## src/rtl/fpnew_hub_result_fifo.sv

```systemverilog
// Result buffer between a HUB opgroup format slice and the opgroup output arbiter.
// Optional zero-latency empty path: define FPNEW_HUB_RESULT_FIFO_BYPASS_EN.
package fpnew_pkg;
    typedef struct packed {
        logic NV;
        logic DZ;
        logic OF;
        logic UF;
        logic NX;
    } status_t;
endpackage

module fpnew_hub_result_fifo
    import fpnew_pkg::*;
#(
    parameter int unsigned Width = 32,
    parameter int unsigned Depth = 2,
    parameter type TagType = logic
) (
    input  logic                       clk_i,
    input  logic                       rst_ni,
    input  logic                       flush_i,
    input  logic                       in_valid_i,
    output logic                       in_ready_o,
    input  logic [Width-1:0]           result_i,
    input  status_t                    status_i,
    input  logic                       extension_bit_i,
    input  TagType                     tag_i,
    output logic                       out_valid_o,
    input  logic                       out_ready_i,
    output logic [Width-1:0]           result_o,
    output status_t                    status_o,
    output logic                       extension_bit_o,
    output TagType                     tag_o,
    output logic [$clog2(Depth+1)-1:0] count_o,
    output logic                       busy_o
);

    localparam int unsigned PtrW = (Depth > 1) ? $clog2(Depth) : 1;
    localparam int unsigned CntW = $clog2(Depth + 1);

    typedef logic [PtrW-1:0] ptr_t;
    typedef logic [CntW-1:0] cnt_t;

    typedef struct packed {
        logic [Width-1:0] result;
        status_t          status;
        logic             ext;
        TagType           tag;
    } entry_t;

    entry_t mem_q [Depth];
    ptr_t   wr_ptr_q;
    ptr_t   rd_ptr_q;
    cnt_t   count_q;

    entry_t in_entry;
    entry_t head;
    logic   full;
    logic   empty;
    logic   bypass;
    logic   push;
    logic   pop;

    function automatic ptr_t ptr_inc(input ptr_t p);
        return (p == ptr_t'(Depth - 1)) ? '0 : p + ptr_t'(1);
    endfunction

    assign in_entry = '{
        result: result_i,
        status: status_i,
        ext:    extension_bit_i,
        tag:    tag_i
    };

    assign full  = (count_q == cnt_t'(Depth));
    assign empty = (count_q == '0);

`ifdef FPNEW_HUB_RESULT_FIFO_BYPASS_EN
    assign bypass = empty & in_valid_i;
`else
    assign bypass = 1'b0;
`endif

    // A bypassed item taken by the arbiter never occupies a slot.
    assign push = in_valid_i & ~full & ~flush_i & ~(bypass & out_ready_i);
    assign pop  = ~empty & out_ready_i & ~flush_i;

    always_ff @(posedge clk_i or negedge rst_ni) begin
        if (!rst_ni) begin
            wr_ptr_q <= '0;
            rd_ptr_q <= '0;
            count_q  <= '0;
        end else if (flush_i) begin
            wr_ptr_q <= '0;
            rd_ptr_q <= '0;
            count_q  <= '0;
        end else begin
            if (push) begin
                wr_ptr_q <= ptr_inc(wr_ptr_q);
            end
            if (pop) begin
                rd_ptr_q <= ptr_inc(rd_ptr_q);
            end
            if (push && !pop) begin
                count_q <= count_q + cnt_t'(1);
            end else if (pop && !push) begin
                count_q <= count_q - cnt_t'(1);
            end
        end
    end

    always_ff @(posedge clk_i or negedge rst_ni) begin
        if (!rst_ni) begin
            for (int i = 0; i < int'(Depth); i++) begin
                mem_q[i] <= '0;
            end
        end else if (push) begin
            mem_q[wr_ptr_q] <= in_entry;
        end
    end

    assign head = bypass ? in_entry : mem_q[rd_ptr_q];

    assign result_o        = head.result;
    assign status_o        = head.status;
    assign extension_bit_o = head.ext;
    assign tag_o           = head.tag;

    assign in_ready_o  = ~full;
    assign out_valid_o = ~empty | bypass;
    assign busy_o      = ~empty | bypass;
    assign count_o     = count_q;

endmodule

```

## config.mk

```make
export PLATFORM = sky130hd
export DESIGN_NAME = fpnew_hub_result_fifo
export DESIGN_NICKNAME = d
export VERILOG_FILES = /design/src/rtl/fpnew_hub_result_fifo.sv
export SDC_FILE = /design/constraint.sdc
export NUM_CORES = 1
export LEC_CHECK = 0
export BUFFER_PORTS_ARGS = -buffer_cell sky130_fd_sc_hd__buf_2
export CAP_MARGIN = 20
export CORE_ASPECT_RATIO = 1.4
export CORE_MARGIN = 4
export CORE_UTILIZATION = 45
export DETAILED_ROUTE_END_ITERATION = 7
export GPL_ROUTABILITY_DRIVEN = 1
export PLACE_DENSITY = 0.69
export SYNTH_ARGS = -nofsm -noshare
export SYNTH_HDL_FRONTEND = slang
export SYNTH_SLANG_ARGS = --single-unit
```

## constraint.sdc

```tcl
create_clock -name clk_i -period 1.89 [get_ports clk_i]
set_input_delay 0.2835 -clock clk_i [delete_from_list [all_inputs] [get_ports clk_i]]
set_output_delay 0.2835 -clock clk_i [all_outputs]
set_load 0.03 [all_outputs]
```

; Word level (Yosys, flattened, before mapping)
; Index checks and enable logic that the tools add are counted.
[word_totals]
register_bits = 82
wordCells = 60
input_bits = 44
output_inout_bits = 44
[op_classes]
mux = 15
add_sub_neg = 4
n_eq_ne = 1
reduce_logical = 9
bitwise = 9
magnitude_cmp = 3
[ops]
columns = op, n
row1 = 2-to-1 mux 39 bit, 4
row2 = bitwise mux 78 bit, 1
row3 = demux 39 bit (select 1 bit), 1
row4 = 2-to-1 mux 1 bit, 6
row5 = 2-to-1 mux 2 bit, 3
row6 = AND 1 bit, 4
row7 = greater-or-equal comparator 2 bit (second input constant), 2
row8 = inverter 1 -> 2 bit, 2
row9 = nonzero test 2 bit, 2
row10 = logical AND 1 bit, 3
row11 = inverter 1 bit, 3
row12 = nonzero test 3 bit, 1
row13 = adder 1 bit (second input constant), 2
row14 = adder 2 x 1 -> 2 bit (second input constant), 1
row15 = equality test 2 bit (second input constant), 1
row16 = zero test 1 bit, 2
row17 = zero test 2 bit, 1
row18 = less-than comparator 2 x 1 -> 1 bit (second input constant), 1
row19 = subtractor 2 x 1 -> 2 bit (second input constant), 1

; Depth between registers and ports, before layout
; Gate-level depths: netlist of run 1.
[depth]
depth_word = 9
depth_mapped = 6
mapped_depth_nobuf = 4

; Worst setup path after synthesis of run 1
; OpenSTA, ideal clock, no wires.
[synth_path]
path_type = register to register
start = register count_q[1], in the netlist count_o[1]
end = register mem_q[13] (netlist name)
t_arrival_ns = 1.727
setup_ns = 0.127
stages_incl_launch_ff = 7
synth_period_minus_slack_ns = 1.854
required_time_ns = 1.763
path_slack_ns = 0.036
n_path_buf = 2
path_cell_list = dfrtp_1 -> nor2b_2 -> inv_2 -> nand4b_1 -> buf_4 -> buf_6 -> mux2_1
[synth_between]
elab_chain_cells = 4
[synth_rtl]
columns = element, line
row1 = start: declaration, 55  ; cnt_t count_q;
row2 = start signal: assignment, 106  ; count_q <= count_q + cnt_t'(1);
row3 = start signal: assignment, 108  ; count_q <= count_q - cnt_t'(1);
row4 = equality test 2 bit, 76  ; assign full = (count_q == cnt_t'(Depth));
row5 = inverter 1 bit, --
row6 = net in_ready_o, 24  ; output logic in_ready_o,
row7 = AND 1 bit (2 in series), 86  ; assign push = in_valid_i & ~full & ~flush_i & ~(bypass & out_ready_i);
row8 = end signal: indexed assignment, 119  ; mem_q[wr_ptr_q] <= in_entry;
row9 = end: declaration, 52  ; entry_t mem_q [Depth];
; The timed path passes the listed nets, and every way through them passes these cells.
; A chain may end at the register's enable or synchronous reset.

; Final worst setup path of run 1
[layout_path]
start = register rd_ptr_q
end = output port result_o[9]
[layout_between]
elab_chain_cells = 4
[layout_rtl]
columns = element, line
row1 = start: declaration, 54  ; ptr_t rd_ptr_q;
row2 = start signal: assignment, 103  ; rd_ptr_q <= ptr_inc(rd_ptr_q);
row3 = inverter 1 -> 2 bit (not written as such), 123  ; assign head = bypass ? in_entry : mem_q[rd_ptr_q];
row4 = 2-to-1 mux 39 bit (not written as such) (3 in series), 123
row5 = end: declaration, 31  ; output logic [Width-1:0] result_o,
; No other way between the ends. The select of a mux whose other input is x is not followed.

==> results.txt, run 1 <==
----------------------------------------------------
[Placement]
  HPWL Detailed ... 4.82 mm
  Final weighted congestion in routability-driven placement ... 0.690
  Count of buffers inserted at the top-level ports ... 87
  Placed instance area ... 4220 um^2

[Timing]
  Final Max Slew Viols ... 0
  Setup violators final ... 0
  Post-route minimum period ... 1760 ps
  Slew at the pin with the worst max-slew slack ... 366 ps
  Final Hold Viols ... 0
  Post-route clock period utilization ... 93.1%
  FMAX ... 568 MHz
  Worst slew margin relative to its limit ... 75.6%
  RSZ-0062 raised after global routing ... false
  Final total negative setup slack ... 0 ps
  Setup skew after layout ... 4.97 ps

[Routing]
  Wirelength per Cell ... 15.7 um
  Count of nets left with antenna violations after detail routing ... 0
  Overall via count from detail_route ... 2182
  Drt initial violations ... 51
  Number of detailed-routing iterations run before antenna repair ... 3
  Routed wire length ... 6.79 mm
  Ratio of routed vias to standard cells ... 5.05
  Number of remaining DRC errors ... 0

[Die]
  Die H ... 114 um
  DIE WIDTH ... 83.5 um
  Placement Rows ... 38
  Die Outline Area ... 9490 um^2
  Initial cell density of the core ... 46.3%
  Number of ports placed on the die boundary ... 88
  Floorplan Core Area ... 7750 um^2

[Clock network]
  Number of clock buffers inserted by TritonCTS ... 9
  Clk_lat worst skew ... 340 ps
  Cell at the root of the clock tree ... sky130_fd_sc_hd__clkbuf_8
  Number of buffers on the longest clock path ... 2
  Clock tree from TritonCTS ... yes
  Sink Count ... 82
  Clock-pin slew on the worst setup and hold paths ... 70 ps
  Number of instances resized during post-cts repair ... 0
  Postcts setup bufs ... 0
  Deepest level of the CTS H-tree ... 3

[Synth]
  Yosys reg bits ... 82
  Yosys warns ... 0
  Portion of the post-synthesis area used by sequential elements ... 57.2%
  Unique cell type count in the Yosys netlist ... 22
  Number of instances in the synthesized netlist ... 233
  Synthesized area divided by synthesized cell count ... 15.4 um^2
  Post-Syn Nets ... 277
  Netlist area before placement ... 3590 um^2

[Min path]
  Hold Path Class ... in -> reg
  Launch instance of the worst min-delay path ... result_i[7]
  Hold endpoint ... mem_q[14]
  Hold Path Depth ... 2

[Critical path]
  Register-to-Register Path Depth ... 5
  Worst Setup End Kind ... output port
  Worst Path Required ... 1610 ps
  Type of the setup path with the least slack ... reg -> out
  CP max FO ... 20
  Reg2Reg Setup Slack ... 170 ps
  Worst setup SP type ... flip-flop
  Reg2reg end ... mem_q[12]
  Critical R2R Launch ... count_o[1]
  Data arrival time of the critical path ... 1480 ps

[Power and ir drop]
  Worst VDD drop ... 0.000604 V
  Sequential group share of total power ... 45.7%
  Pwr Density ... 1170 nW/um^2
  Switching portion of total power ... 30.7%
  Internal power summed over all cells ... 3.59 mW
  Leakage power total ... 2.03 nW
  Clock share of power ... 24.8%
  Combinational share of power ... 29.5%
  Power dissipated by switching net loads ... 1.59 mW

[Finish]
  Diode insertion count for antenna repair ... 0
  Area of all placed cells without fillers ... 4440 um^2
  Layout Area Growth over Synthesis ... 23.7%
  Most common cell after layout, fill and taps aside ... sky130_fd_sc_hd__mux2_2
  Proportion of layout cells with a drive suffix above 1 ... 64.5%
  Number of nets at the end of the flow ... 372
  Most used cells in the layout excluding fill and tap cells ... sky130_fd_sc_hd__mux2_2 (97), sky130_fd_sc_hd__buf_2 (86), sky130_fd_sc_hd__dfrtp_1 (81)

[Global route]
  Antenna violations before repair ... 0
  Wire length of the first global-routing pass ... 11.6 mm
  Vias in the first global route ... 2383
  Pin count of the biggest net entering global routing ... 33
  Gr usage total ... 15.4%
  Remaining Overflow, GRT ... 0

[Job]
  MaxCap Viol Count ... 0

[Status]
  Result of the run ... complete, no violations

----------------------------------------------------
## flip-flops by register name (all words and copies together) (netlist names)
register  count
rd_ptr_q      1
count_o       2
wr_ptr_q      1
mem_q        78
## logic make-up after synthesis
kind of cell / after synthesis / synth area share, %
AOI/OAI and AO/OA: 8 / 1.26
xor gates and xnor gates: 1 / 0.244
buffers and inverters: 15 / 2.44
DFF: 82 / 57.2
muxes: 118 / 37.0
and+or+nand+nor: 9 / 1.88
## layer usage
| layer | up-vias | global-route usage [%] | part of all wire [%] |
|---|---|---|---|
| met5 | - | 0 | 0 |
| met4 | 0 | 7.08 | 1.8 |
| met3 | 9 | 3.03 | 3.9 |
| met2 | 46 | 27.3 | 53 |
| met1 | 1102 | 18.1 | 41 |
| li1 | 1025 | - | - |
## worst max path at each step
stage	start	endpoint	slack [ps]	cells after the start
floorplan	count_o[1]	mem_q[13]	40	6
global placement	count_o[1]	mem_q[24]	240	5
detailed placement	count_o[1]	mem_q[17]	170	5
CTS	rd_ptr_q	result_o[2]	80	3
global route	rd_ptr_q	result_o[9]	70	3
finish	rd_ptr_q	result_o[9]	130	3
## cell usage after synthesis (all sizes together)
cell type  number  area share (%)
mux2          117              37
dfrtp          82              57
buf            13             2.2
a21oi           4            0.56
inv             2            0.21
o21ai           2            0.28
or2             2            0.35
a21o            1            0.21
mux2i           1            0.28
nand3b          1            0.21
nand4b          1            0.24
nor2            1            0.10
nor2b           1            0.24
nor3b           1            0.21
nor4            1            0.35
o211ai          1            0.21
or3             1            0.17
xor2            1            0.24
## power by group through the flow
stage          Combinational [mW]  Sequential, mW  Clock (mW)
2_1_floorplan                1.17            2.34           0
5_1_grt                      1.65            2.42        1.40
4_1_cts                      1.56            2.37        1.32
3_5_place_dp                 1.56            2.41           0
6_report                     1.53            2.37        1.28
3_3_place_gp                 1.53            2.38           0
## layout make-up
type                       instances  area (um^2)
fill                             661         3310
sequential                        82         2050
multi-input combinational        136         1460
timing repair buffer              97          591
clock buffer                      13          169
tap                              100          125
clock inverter                     2         35.0
inverter                           2         7.51
## metrics by stage
| step | hold WS, ps | std cells | setup slack [ps] | power, mW | util [%] |
|---|---|---|---|---|---|
| after CTS | 145 | 432 | 84.2 | 5.26 | 57.3 |
| after detailed placement | 227 | 416 | 171 | 3.96 | 54.5 |
| after floorplan | -12.1 | 233 | 36.0 | 3.51 | - |
| after global placement | 214 | 416 | 238 | 3.91 | 54.5 |
| final | 164 | 432 | 130 | 5.18 | 57.3 |
| after global routing | 162 | 432 | 69.7 | 5.48 | 57.3 |
## worst max-delay path, cell delays in order (launching register included)
cell                      delay, ps
sky130_fd_sc_hd__dfrtp_2        410
sky130_fd_sc_hd__buf_12         180
sky130_fd_sc_hd__mux2_2         360
sky130_fd_sc_hd__buf_2          180
## timing repair
item                                    in CTS  in global routing
hold endpoints to repair                    23                  0
endpoints found under the setup margin       0                  0
hold buffers                                 1                  0
No activity file was read; power rests on OpenSTA's default activity.
==> run 2: changes to the inputs <==
--- a/config.mk
+++ b/config.mk
@@ -5,6 +5,7 @@
 export SDC_FILE = /design/constraint.sdc
 export NUM_CORES = 1
 export LEC_CHECK = 0
+export ABC_AREA = 1
 export BUFFER_PORTS_ARGS = -buffer_cell sky130_fd_sc_hd__buf_2
 export CAP_MARGIN = 20
 export CORE_ASPECT_RATIO = 1.4
@@ -13,6 +14,7 @@
 export DETAILED_ROUTE_END_ITERATION = 7
 export GPL_ROUTABILITY_DRIVEN = 1
 export PLACE_DENSITY = 0.69
+export SETUP_SLACK_MARGIN = 0.15
 export SYNTH_ARGS = -nofsm -noshare
 export SYNTH_HDL_FRONTEND = slang
 export SYNTH_SLANG_ARGS = --single-unit
==> results.txt, run 2 <==
----------------------------------------------------
[Status]
  Result of the run ... complete, no violations

[Critical path]
  Worst setup SP type ... flip-flop
  Cell chain of the critical path ... inv_2 -> buf_8 -> nand2_1 -> nand2_1 -> buf_2
  Max incr delay on CP ... 400 ps
  Data arrival time of the critical path ... 1350 ps
  CP max FO ... 18
  Worst Path Required ... 1610 ps
  Worst Setup End Kind ... output port
  Most prevalent standard cell on the critical path ... sky130_fd_sc_hd__nand2_1
  Type of the setup path with the least slack ... reg -> out
  Cell type of the slowest stage on the worst timing path ... sky130_fd_sc_hd__dfrtp_1

[Finish]
  Most used cells in the layout excluding fill and tap cells ... sky130_fd_sc_hd__nand2_1 (210), sky130_fd_sc_hd__buf_2 (86), sky130_fd_sc_hd__dfrtp_1 (82)
  Proportion of layout cells with a drive suffix above 1 ... 20.6%
  Top reg by flops ... mem_q
  Area taken by flip-flops and latches ... 2050 um^2
  Area taken by multi-input logic gates ... 1260 um^2
  Flip-flop count of the largest register after layout ... 78
  Layout Area Growth over Synthesis ... 19.5%
  Layout filler cell count ... 801
  End-of-flow core utilization ... 55.3%
  Diode insertion count for antenna repair ... 0
  Number of nets at the end of the flow ... 580
  Area of all placed cells without fillers ... 4320 um^2
  Most common cell after layout, fill and taps aside ... sky130_fd_sc_hd__nand2_1

[Timing]
  Final Max Slew Viols ... 0
  FMAX ... 610 MHz
  Worst slew margin relative to its limit ... 67.8%
  Post-route clock period utilization ... 86.7%
  Final Hold Viols ... 0
  Setup skew after layout ... 6.22 ps
  Setup violators final ... 0
  Final total negative setup slack ... 0 ps
  RSZ-0062 raised after global routing ... true
  Slew at the pin with the worst max-slew slack ... 483 ps
  Post-route minimum period ... 1640 ps

[Synth]
  Yosys reg bits ... 82
  Cell types occupying the most area after synthesis ... sky130_fd_sc_hd__dfrtp_1 (57%), sky130_fd_sc_hd__nand2_1 (22%), sky130_fd_sc_hd__o21ai_0 (7.6%)
  Number of enable-type register cells in the synthesized netlist ... 0
  Largest area contributor in the netlist ... sky130_fd_sc_hd__dfrtp_1
  Synthesized area divided by synthesized cell count ... 7.92 um^2
  Synth async-reset ratio ... 100%
  Unique cell type count in the Yosys netlist ... 18
  Yosys warns ... 0
  Post-Syn Nets ... 500
  Most numerous cell types in the synthesized netlist ... sky130_fd_sc_hd__nand2_1 (210), sky130_fd_sc_hd__dfrtp_1 (82), sky130_fd_sc_hd__o21ai_0 (55), sky130_fd_sc_hd__inv_1 (45), sky130_fd_sc_hd__o21ai_1 (25)
  Library cell with the highest instance count after synthesis ... sky130_fd_sc_hd__nand2_1
  Netlist area before placement ... 3610 um^2
  Synth Flop Type ... sky130_fd_sc_hd__dfrtp_1
  Portion of the post-synthesis area used by sequential elements ... 56.8%
  Number of instances in the synthesized netlist ... 456
  Fraction of synthesized cell area taken by the top area cell type ... 56.8%

[Job]
  MaxCap Viol Count ... 0

[Clock network]
  Clock-pin slew on the worst setup and hold paths ... 70 ps
  Clk_lat worst skew ... 330 ps
  Sink Count ... 82
  Postcts setup bufs ... 0
  Deepest level of the CTS H-tree ... 3
  Clock tree from TritonCTS ... yes
  Number of buffers on the longest clock path ... 2
  Number of clock buffers inserted by TritonCTS ... 9
  Cell at the root of the clock tree ... sky130_fd_sc_hd__clkbuf_8

[Die]
  Die Outline Area ... 9540 um^2
  Number of ports placed on the die boundary ... 88
  Die H ... 114 um
  DIE WIDTH ... 83.7 um
  Placement Rows ... 38
  Initial cell density of the core ... 46.3%
  Floorplan Core Area ... 7800 um^2

[Global route]
  Vias in the first global route ... 3042
  Gr usage total ... 16.9%
  Remaining Overflow, GRT ... 0
  Pin count of the biggest net entering global routing ... 83
  Wire length of the first global-routing pass ... 13.2 mm
  Antenna violations before repair ... 1

[Routing]
  Ratio of routed vias to standard cells ... 4.69
  Overall via count from detail_route ... 2992
  Count of nets left with antenna violations after detail routing ... 0
  Drt initial violations ... 199
  Number of remaining DRC errors ... 0
  Number of detailed-routing iterations run before antenna repair ... 4
  Routed wire length ... 7.55 mm
  Wirelength per Cell ... 11.8 um

[Placement]
  Placed instance area ... 4120 um^2
  Final weighted congestion in routability-driven placement ... 0.749
  Count of buffers inserted at the top-level ports ... 87
  HPWL Detailed ... 4.97 mm

[Power and ir drop]
  Worst VDD drop ... 0.000689 V
  PnR Total Power ... 6.11 mW
  Pwr Density ... 1420 nW/um^2
  Leakage power total ... 2.48 nW

[Min path]
  Hold Path Class ... in -> reg

----------------------------------------------------
==> run 2: cell count changes after synthesis, sizes merged, moves of 2 or more <==
| cell | delta |
|---|---|
| clkbuf | +13 |
| inv | +44 |
| mux2 | -117 |
| o21ai | +78 |
| nand3 | +4 |
| nand2 | +211 |
| nor2 | +2 |
==> run 2: power by group <==
group / internal [mW] / total [mW] / leakage [nW] / switching [mW]
Combinational: 0.743 / 2.29 / 1.37 / 1.55
Clock: 0.529 / 1.07 / 0.0815 / 0.539
Sequential: 2.41 / 2.75 / 1.03 / 0.347
Total: 3.68 / 6.11 / 2.48 / 2.43
==> run 2: layer usage <==
| metal | vias up | GRT usage, % | wire [um] |
|---|---|---|---|
| li1 | 1550 | - | - |
| met1 | 1361 | 19.9 | 3160 |
| met4 | 2 | 7.94 | 132 |
| met3 | 13 | 3.40 | 360 |
| met5 | - | 0 | 12 |
| met2 | 66 | 29.6 | 3880 |
==> run 2: repair_timing <==
item,CTS,global route
setup endpoints to repair,10,46
endpoints found under the hold margin,82,0
resized for setup,1,6
hold buffers,1,0
pin swaps,0,0
==> run 2: layout make-up <==
class                   count  area share (%)
flip-flops and latches     82            47.6
clock buffers              13            3.68
inverters                  46            4.00
multi-input cells         302            29.1
repair buffers             95            12.7
well taps                 100            2.90
==> run 2: critical path, delay by kind of cell (launching register included) <==
family	cells	cell delay, ps
and+or+nand+nor	2	140
DFF	1	400
buffers and inverters	3	470
==> run 2: final timing paths <==
| path | startpoint | end | slack [ps] | cells after the start |
|---|---|---|---|---|
| hold / removal | status_i[4] | mem_q[45] | 190 | 3 |
| setup reg to reg | count_o[0] | mem_q[66] | 400 | 7 |
| min in group asynchronous | rst_ni | mem_q[36] | 500 | 3 |
| setup / recovery | rd_ptr_q | result_o[3] | 250 | 5 |
| max in group asynchronous | rst_ni | mem_q[18] | 1050 | 3 |
| hold reg to reg | mem_q[12] | mem_q[12] | 480 | 2 |
==> run 2: metrics by stage <==
| step | instances | hold slack, ps | worst slack [ps] |
|---|---|---|---|
| 2_1_floorplan | 456 | -12.1 | 182 |
| 6_report | 638 | 195 | 252 |
| 3_3_place_gp | 624 | 340 | 399 |
| 5_1_grt | 638 | 198 | 140 |
| 4_1_cts | 638 | 178 | 146 |
| 3_5_place_dp | 624 | 342 | 331 |
==> run 2: cells by family (layout without fill, tap and decap cells) <==
group / count (synthesis) / after routing / share of synthesized area (%)
buffers and inverters: 72 / 154 / 8.52
AND/OR/NAND/NOR: 219 / 219 / 23.2
AO/OA/AOI/OAI: 83 / 83 / 11.5
flip-flops: 82 / 82 / 56.8
==> run 3: changes to the inputs <==
--- a/config.mk
+++ b/config.mk
@@ -8,12 +8,14 @@
 export ABC_AREA = 1
 export BUFFER_PORTS_ARGS = -buffer_cell sky130_fd_sc_hd__buf_2
 export CAP_MARGIN = 20
+export CELL_PAD_IN_SITES_DETAIL_PLACEMENT = 1
+export CELL_PAD_IN_SITES_GLOBAL_PLACEMENT = 1
 export CORE_ASPECT_RATIO = 1.4
 export CORE_MARGIN = 4
-export CORE_UTILIZATION = 45
+export CORE_UTILIZATION = 38
 export DETAILED_ROUTE_END_ITERATION = 7
 export GPL_ROUTABILITY_DRIVEN = 1
-export PLACE_DENSITY = 0.69
+export PLACE_DENSITY_LB_ADDON = 0.1
 export SETUP_SLACK_MARGIN = 0.15
 export SYNTH_ARGS = -nofsm -noshare
 export SYNTH_HDL_FRONTEND = slang
==> results.txt, run 3 (synthesized netlist as in run 2, its figures left out) <==
----------------------------------------------------
[Status]
  Result of the run ... complete, no violations

[Timing]
  Worst slew margin relative to its limit ... 61.5%
  Final WS setup ... 216 ps
  Final Hold Viols ... 0
  Post-route clock period utilization ... 88.6%
  FMAX ... 597 MHz
  Hold WS ... 200 ps
  Slew at the pin with the worst max-slew slack ... 577 ps
  Final Max Slew Viols ... 0
  Post-route minimum period ... 1670 ps
  Final total negative setup slack ... 0 ps
  Setup violators final ... 0
  Setup skew after layout ... 3.81 ps
  RSZ-0062 raised after global routing ... true

[Finish]
  Most common cell after layout, fill and taps aside ... sky130_fd_sc_hd__nand2_1
  Layout Area Growth over Synthesis ... 24.3%
  Flip-flop count of the largest register after layout ... 78
  Final Non-Filler Cells ... 649
  Number of nets at the end of the flow ... 581
  Diode insertion count for antenna repair ... 0
  Top reg by flops ... mem_q
  Proportion of layout cells with a drive suffix above 1 ... 21.0%
  Most used cells in the layout excluding fill and tap cells ... sky130_fd_sc_hd__nand2_1 (210), sky130_fd_sc_hd__dfrtp_1 (82), sky130_fd_sc_hd__buf_2 (79)
  Area of all placed cells without fillers ... 4490 um^2
  End-of-flow core utilization ... 49.2%

[Die]
  Die H ... 123 um
  Initial cell density of the core ... 39.6%
  Floorplan Core Area ... 9130 um^2
  DIE WIDTH ... 90.4 um
  Number of ports placed on the die boundary ... 88
  Placement Rows ... 41
  Die Outline Area ... 11200 um^2

[Routing]
  Routed wire length ... 9.21 mm
  Drt initial violations ... 85
  Number of remaining DRC errors ... 0
  Ratio of routed vias to standard cells ... 4.87
  Number of detailed-routing iterations run before antenna repair ... 4
  Wirelength per Cell ... 14.2 um
  Overall via count from detail_route ... 3161
  Count of nets left with antenna violations after detail routing ... 0

[Clock network]
  Clk_lat worst skew ... 330 ps
  Sink Count ... 82
  Cell at the root of the clock tree ... sky130_fd_sc_hd__clkbuf_16
  Clock tree from TritonCTS ... yes
  Deepest level of the CTS H-tree ... 3
  Clock-pin slew on the worst setup and hold paths ... 60 ps
  Number of buffers on the longest clock path ... 2
  Postcts setup bufs ... 0
  Number of clock buffers inserted by TritonCTS ... 9

[Critical path]
  Cell chain of the critical path ... inv_2 -> buf_8 -> nand2_1 -> nand2_1 -> buf_2
  CP max FO ... 20
  Data arrival time of the critical path ... 1390 ps
  Most prevalent standard cell on the critical path ... sky130_fd_sc_hd__nand2_1
  Cell type of the slowest stage on the worst timing path ... sky130_fd_sc_hd__dfrtp_1
  Worst setup SP type ... flip-flop
  Worst Setup End Kind ... output port
  Max incr delay on CP ... 410 ps
  Type of the setup path with the least slack ... reg -> out
  Worst Path Required ... 1610 ps

[Placement]
  Dpl cells ... 632
  Count of buffers inserted at the top-level ports ... 87
  Placed instance area ... 4140 um^2
  Final weighted congestion in routability-driven placement ... 0.730
  Post-placement worst setup slack ... 379 ps
  HPWL Detailed ... 6.11 mm

[Min path]
  Hold Path Class ... in -> reg

[Job]
  MaxCap Viol Count ... 0

[Global route]
  Remaining Overflow, GRT ... 0
  Antenna violations before repair ... 0
  Gr usage total ... 17.4%
  Vias in the first global route ... 3272
  Pin count of the biggest net entering global routing ... 80
  Wire length of the first global-routing pass ... 15.4 mm

[Power and ir drop]
  PnR Total Power ... 6.91 mW
  Worst VDD drop ... 0.000605 V
  Leakage power total ... 2.55 nW
  Pwr Density ... 1540 nW/um^2

----------------------------------------------------
[run 3: cell count changes in the layout (fill, tap and decap cells not counted)]
cell	delta
sky130_fd_sc_hd__clkbuf_16	+9
sky130_fd_sc_hd__buf_4	+1
sky130_fd_sc_hd__clkbuf_1	+1
sky130_fd_sc_hd__clkbuf_8	-9
sky130_fd_sc_hd__clkinv_2	+1
sky130_fd_sc_hd__bufinv_16	+1
sky130_fd_sc_hd__clkbuf_4	+7
sky130_fd_sc_hd__buf_2	-7
[run 3: area by class of cell]
type	instances	area, um^2
clock buffer	14	264
clock inverter	2	35.0
fill	1155	4640
inverter	46	173
multi-input combinational	302	1260
sequential	82	2050
tap	107	134
timing repair buffer	96	574
[run 3: routing by layer]
metal	track usage, %	routed length, um	vias to the layer above
met5	0	0	-
met4	8.72	225	0
met3	4.26	365	16
met2	29.2	4620	63
met1	21.2	4000	1522
li1	-	-	1560
[run 3: worst max-delay path, delay by kind of cell (launching register included)]
family                 cells  cell delay, ps
buffers and inverters      3             500
DFF                        1             410
and+or+nand+nor            2             150
[run 3: where the power goes]
group / internal, mW / switching [mW] / leakage [nW]
clock network: 1.09 / 0.664 / 0.147
logic: 0.773 / 1.61 / 1.38
registers: 2.41 / 0.351 / 1.03
total: 4.28 / 2.63 / 2.55
[run 3: final timing paths]
path,start,slack (ps),cells after the start,end
max in group asynchronous,rst_ni,780,3,mem_q[52]
min in group asynchronous,rst_ni,490,2,mem_q[64]
worst max-delay path,rd_ptr_q,220,5,result_o[20]
worst max register to register,count_o[0],380,7,mem_q[60]
worst min register to register,mem_q[42],480,2,mem_q[42]
worst min-delay path,result_i[10],200,3,mem_q[56]
[run 3: repair_timing]
item,4_1_cts,5_1_grt
gates resized for setup,0,14
hold buffers,1,0
endpoints found under the hold margin,41,0
endpoints found under the setup margin,14,39
